[src/rtl/stopwatch_pkg.sv]
// Shared types and constants for the stopwatch control path.
// Holds the state encoding, button indices and the press-event priority helper.
package stopwatch_pkg;

   localparam int NUM_BTNS         = 5;
   localparam int DEFAULT_TICK_DIV = 100000;

   localparam int BTN_START = 0;
   localparam int BTN_LAP   = 1;
   localparam int BTN_CLEAR = 2;
   localparam int BTN_MODE  = 3;
   localparam int BTN_LOCK  = 4;

   typedef enum logic [1:0] {
      ST_IDLE     = 2'b00,
      ST_RUNNING  = 2'b01,
      ST_PAUSED   = 2'b10,
      ST_LAP_HOLD = 2'b11
   } sw_state_t;

   typedef enum logic [2:0] {
      EV_NONE,
      EV_CLEAR,
      EV_START,
      EV_LAP,
      EV_MODE
   } sw_evt_t;

   // Single winning event per cycle: CLEAR > START > LAP > MODE; LOCK level mutes everything.
   function automatic sw_evt_t pick_event(input logic [NUM_BTNS-1:0] rise,
                                          input logic                lock);
      logic [NUM_BTNS-1:0] valid;
      sw_evt_t             evt;
      valid = lock ? '0 : rise;
      evt   = EV_NONE;
      if (valid != '0) begin
         if (valid[BTN_CLEAR])      evt = EV_CLEAR;
         else if (valid[BTN_START]) evt = EV_START;
         else if (valid[BTN_LAP])   evt = EV_LAP;
         else if (valid[BTN_MODE])  evt = EV_MODE;
      end
      return evt;
   endfunction

   function automatic logic is_active(input sw_state_t st);
      return (st == ST_RUNNING) || (st == ST_LAP_HOLD);
   endfunction

endpackage

[src/rtl/btn_edge_detect.sv]
// Registered rising-edge detector for debounced button levels.
// History resets to all ones so buttons held through reset never produce a press.
module btn_edge_detect #(
   parameter int NUM_BTN = 5
) (
   input  logic               clk,
   input  logic               rst,
   input  logic [NUM_BTN-1:0] btn_db,
   output logic [NUM_BTN-1:0] rise
);

   logic [NUM_BTN-1:0] btn_q;

   always_ff @(posedge clk) begin
      if (rst) btn_q <= '1;
      else     btn_q <= btn_db;
   end

   assign rise = btn_db & ~btn_q;

endmodule

[src/rtl/stopwatch_ctrl.sv]
// Stopwatch sequencing FSM: button events in, timebase tick and clear/lap strobes out.
//
//   state    | meaning
//   ---------+---------------------------------------------------------
//   IDLE     | stopped at zero, MODE selects which value is displayed
//   RUNNING  | counting, live time displayed
//   PAUSED   | counting frozen, prescaler keeps its partial period
//   LAP_HOLD | counting continues, display frozen on the captured lap
module stopwatch_ctrl
   import stopwatch_pkg::*;
#(
   parameter int TICK_DIV = DEFAULT_TICK_DIV,
   parameter int NUM_BTN  = NUM_BTNS
) (
   input  logic               clk,
   input  logic               rst,
   input  logic [NUM_BTN-1:0] btn_db,
   output logic               tick_en,
   output logic               clr,
   output logic               lap_latch,
   output logic               disp_lap,
   output logic               running,
   output logic [1:0]         state_o
);

   localparam int               PW       = $clog2(TICK_DIV);
   localparam logic [PW-1:0]    PRE_LAST = PW'(TICK_DIV - 1);

   sw_state_t          state;
   logic [PW-1:0]      prescaler;
   logic               view_sel;
   logic [NUM_BTN-1:0] rise;
   sw_evt_t            evt;

   btn_edge_detect #(.NUM_BTN(NUM_BTN)) u_edge (
      .clk    (clk),
      .rst    (rst),
      .btn_db (btn_db),
      .rise   (rise)
   );

   assign evt = pick_event(rise, btn_db[BTN_LOCK]);

   always_ff @(posedge clk) begin
      if (rst) begin
         state     <= ST_IDLE;
         prescaler <= '0;
         view_sel  <= 1'b0;
         clr       <= 1'b0;
         lap_latch <= 1'b0;
      end else begin
         clr       <= 1'b0;
         lap_latch <= 1'b0;

         if (is_active(state))
            prescaler <= (prescaler == PRE_LAST) ? '0 : prescaler + 1'b1;

         case (state)
            ST_IDLE: begin
               case (evt)
                  EV_START: state <= ST_RUNNING;
                  EV_CLEAR: begin
                     clr      <= 1'b1;
                     view_sel <= 1'b0;
                  end
                  EV_MODE:  view_sel <= ~view_sel;
                  default:  ;
               endcase
            end
            ST_RUNNING: begin
               case (evt)
                  EV_START: state <= ST_PAUSED;
                  EV_LAP: begin
                     state     <= ST_LAP_HOLD;
                     lap_latch <= 1'b1;
                  end
                  default:  ;
               endcase
            end
            ST_LAP_HOLD: begin
               case (evt)
                  EV_LAP:   state <= ST_RUNNING;
                  EV_START: begin
                     // Pausing from a lap keeps the captured lap on screen.
                     state    <= ST_PAUSED;
                     view_sel <= 1'b1;
                  end
                  default:  ;
               endcase
            end
            ST_PAUSED: begin
               case (evt)
                  EV_START: begin
                     state    <= ST_RUNNING;
                     view_sel <= 1'b0;
                  end
                  EV_CLEAR: begin
                     state     <= ST_IDLE;
                     clr       <= 1'b1;
                     prescaler <= '0;
                     view_sel  <= 1'b0;
                  end
                  EV_MODE:  view_sel <= ~view_sel;
                  default:  ;
               endcase
            end
            default: state <= ST_IDLE;
         endcase
      end
   end

   assign running = is_active(state);
   assign tick_en = running && (prescaler == PRE_LAST);
   assign state_o = state;

   always_comb begin
      disp_lap = view_sel;
      if (state == ST_LAP_HOLD)     disp_lap = 1'b1;
      else if (state == ST_RUNNING) disp_lap = 1'b0;
   end

endmodule

[config.mk]
export PLATFORM = sky130hd
export DESIGN_NAME = stopwatch_ctrl
export DESIGN_NICKNAME = d
export VERILOG_FILES = /design/src/rtl/stopwatch_pkg.sv /design/src/rtl/btn_edge_detect.sv /design/src/rtl/stopwatch_ctrl.sv
export SDC_FILE = /design/constraint.sdc
export NUM_CORES = 1
export LEC_CHECK = 0
export ABC_AREA = 1
export CORE_MARGIN = 2
export CORE_UTILIZATION = 35
export DETAILED_ROUTE_END_ITERATION = 16
export PLACE_DENSITY_LB_ADDON = 0.1
export SLEW_MARGIN = 20
export SYNTH_ARGS = -nofsm -noshare
export SYNTH_HDL_FRONTEND = slang
export SYNTH_HIERARCHICAL = 1
export SYNTH_SLANG_ARGS = --single-unit
[constraint.sdc]
create_clock -name clk -period 3.1 [get_ports clk]
set_input_delay 0.31 -clock clk [delete_from_list [all_inputs] [get_ports clk]]
set_output_delay 0.31 -clock clk [all_outputs]
set_load 0.005 [all_outputs]
==> flow_summary_export.csv <==
group,metric,value,unit
sta,finalWorstSetupSlack,0.900,ns
pwr,leakagePower,0.670,nW
layout,syn2layout_area_growth,13.5,%
pwr,p_sw_frac,0.239,
sta,tightest_slew,0.416,ns
clocking,cts_resized,0,
detailed_routing,viasPerCell,4.64,
detailed_routing,drt_iter0_markers,56,
outcome,outcome,"finished, final reports clean",
global_routing,first_global_vias,1187,
clocking,hold_buffers,0,
worst_setup_path,worst_path_most_repeated_cell,"inv_1",
detailed_routing,via_count,1294,
place,placed_cell_area,1680,sq um
clocking,cts_buffer_depth,2,
place,post-dp-hpwl,2.38,mm
clocking,clk-insertion-delay-late,0.28,ns
worst_setup_path,crit_chain,"ha_1 -> inv_1 -> nor3_4 -> nand4_2 -> inv_1 -> clkdlybuf4s50_1",
layout,stdcell_area,1730,sq um
logic_synthesis,syn_area,1520,sq um
place,dp_cells,275,
pwr,total_power,630,uW
pwr,internal_power,479,uW
layout,final_common_cell,"nand2_1",
clocking,path_clk_slew,0.10,ns
worst_setup_path,crit_arrival,1.89,ns
worst_setup_path,end_kind,"primary output",
detailed_routing,wire_per_inst,11.1,microns
layout,stdcell_count,279,
clocking,postCtsSetupBuffers,0,
detailed_routing,ant_nets,0,
floorplanning,core_region_area,4090,sq um
logic_synthesis,syn-num-nets,225,
layout,multi_input_area,825,sq um
sta,fin_skew,0.0103,ns
global_routing,grt_max_degree,15,
layout,drive_gt1_frac,0.183,
place,portBuffers,13,
clocking,h-tree-depth,1,
sta,maxSlewViolCount,0,
detailed_routing,totalWireLength,3.10,mm
clocking,cts_tree,"done",
floorplanning,die_h,70.0,microns
worst_setup_path,slowest_delay,0.49,ns
sta,holdWs,0.498,ns
clocking,cts_buffers,3,
worst_setup_path,crit_family,"buffers and inverters",
pwr,seqPwrFrac,0.550,
layout,post-route-util,0.423,
sta,relSlewSlack,0.720,
pwr,powerDensity,364,nW/um^2
floorplanning,start_util,0.373,
pwr,ir_worst_vdd,0.269,mV
detailed_routing,firstDrtPassIters,4,
logic_synthesis,synth_area_per_cell,7.02,sq um
floorplanning,ios,14,
layout,final_cell_mix,"nand2_1, inv_1, dfxtp_1",
clocking,cts-root-buf,"clkbuf_8",
job,cap_violations,0,
global_routing,track_usage,0.139,
global_routing,grt_pass1_wl,5.53,mm
pwr,p_comb_frac,0.094,
worst_setup_path,crit_fanout,3,
hold_path,min_path_type,"flop to flop",
sta,hold_viol,0,
sta,setup_violations,0,
place,dp_slack,1.20,ns
worst_setup_path,cp.required,2.79,ns
layout,num-nets-final,238,
sta,finalCriticalPeriod,2.20,ns
sta,tns,0,ns
pwr,clkPwrFrac,0.356,
layout,fill_cells,433,
logic_synthesis,syn_inst,217,
worst_setup_path,crit_type,"flop to primary output",
layout,seqCellArea,520,sq um
layout,diodes,0,
detailed_routing,route.detailed.drc,0,
pwr,p_switching,151,uW
worst_setup_path,start_kind,"flop",
global_routing,antenna_found_initial,0,
place,place.gp.congestion,0.730,
logic_synthesis,yosys_warnings,6,
floorplanning,die_width,70.0,microns
floorplanning,fp.dieArea,4900,sq um
worst_setup_path,cp_slowest_cell,"clkdlybuf4s50_1",
worst_setup_path,critical_path_buf_inv_count,3,
sta,rsz0062_at_grt,"no",
sta,final.period_utilization,0.710,
sta,max_clock_freq,0.454,GHz
floorplanning,rows,23,
global_routing,gr-total-overflow,0,
clocking,clock_sinks,26,
[routing by layer]
| metal | share of wire | track usage | vias up |
|---|---|---|---|
| li1 | - | - | 707 |
| met1 | 0.52 | 0.196 | 566 |
| met2 | 0.44 | 0.217 | 19 |
| met3 | 0.039 | 0.0346 | 2 |
| met4 | 0.0094 | 0.0256 | 0 |
| met5 | 0 | 0 | - |
[worst min-delay path: cells and delay by family, from the launching register on]
kind	cells	cell delay [ns]
DFF	1	0.34
and+or+nand+nor	1	0.06
AOI/OAI and AO/OA	1	0.06
[cell type report]
type / count / area share
Sequential cell: 26 / 0.301
Clock buffer: 4 / 0.0318
Tap cell: 50 / 0.0362
Inverter: 34 / 0.0752
Timing Repair Buffer: 14 / 0.0795
Multi-Input combinational cell: 151 / 0.477
[worst paths after layout]
check,from,endpoint,slack (ns),cells past startpoint
min reg2reg,prescaler[0],prescaler[0],0.50,2
min,prescaler[0],prescaler[0],0.50,2
max,prescaler[1],tick_en,0.90,6
max reg2reg,state_o[0],prescaler[15],1.58,8
[power by group through the flow]
stage | registers [mW] | clock network [mW] | logic, mW
2_1_floorplan | 0.352 | 0 | 0.0408
3_3_place_gp | 0.354 | 0 | 0.0606
3_5_place_dp | 0.354 | 0 | 0.0597
4_1_cts | 0.346 | 0.237 | 0.0602
5_1_grt | 0.348 | 0.250 | 0.0662
6_report | 0.346 | 0.224 | 0.0589
[registers in the layout (all words and copies together) (netlist names)]
signal / cells
state_o: 2
clr: 1
prescaler: 17
view_sel: 1
u_edge/btn_q: 4
lap_latch: 1
(Power assumes the default switching activity.)
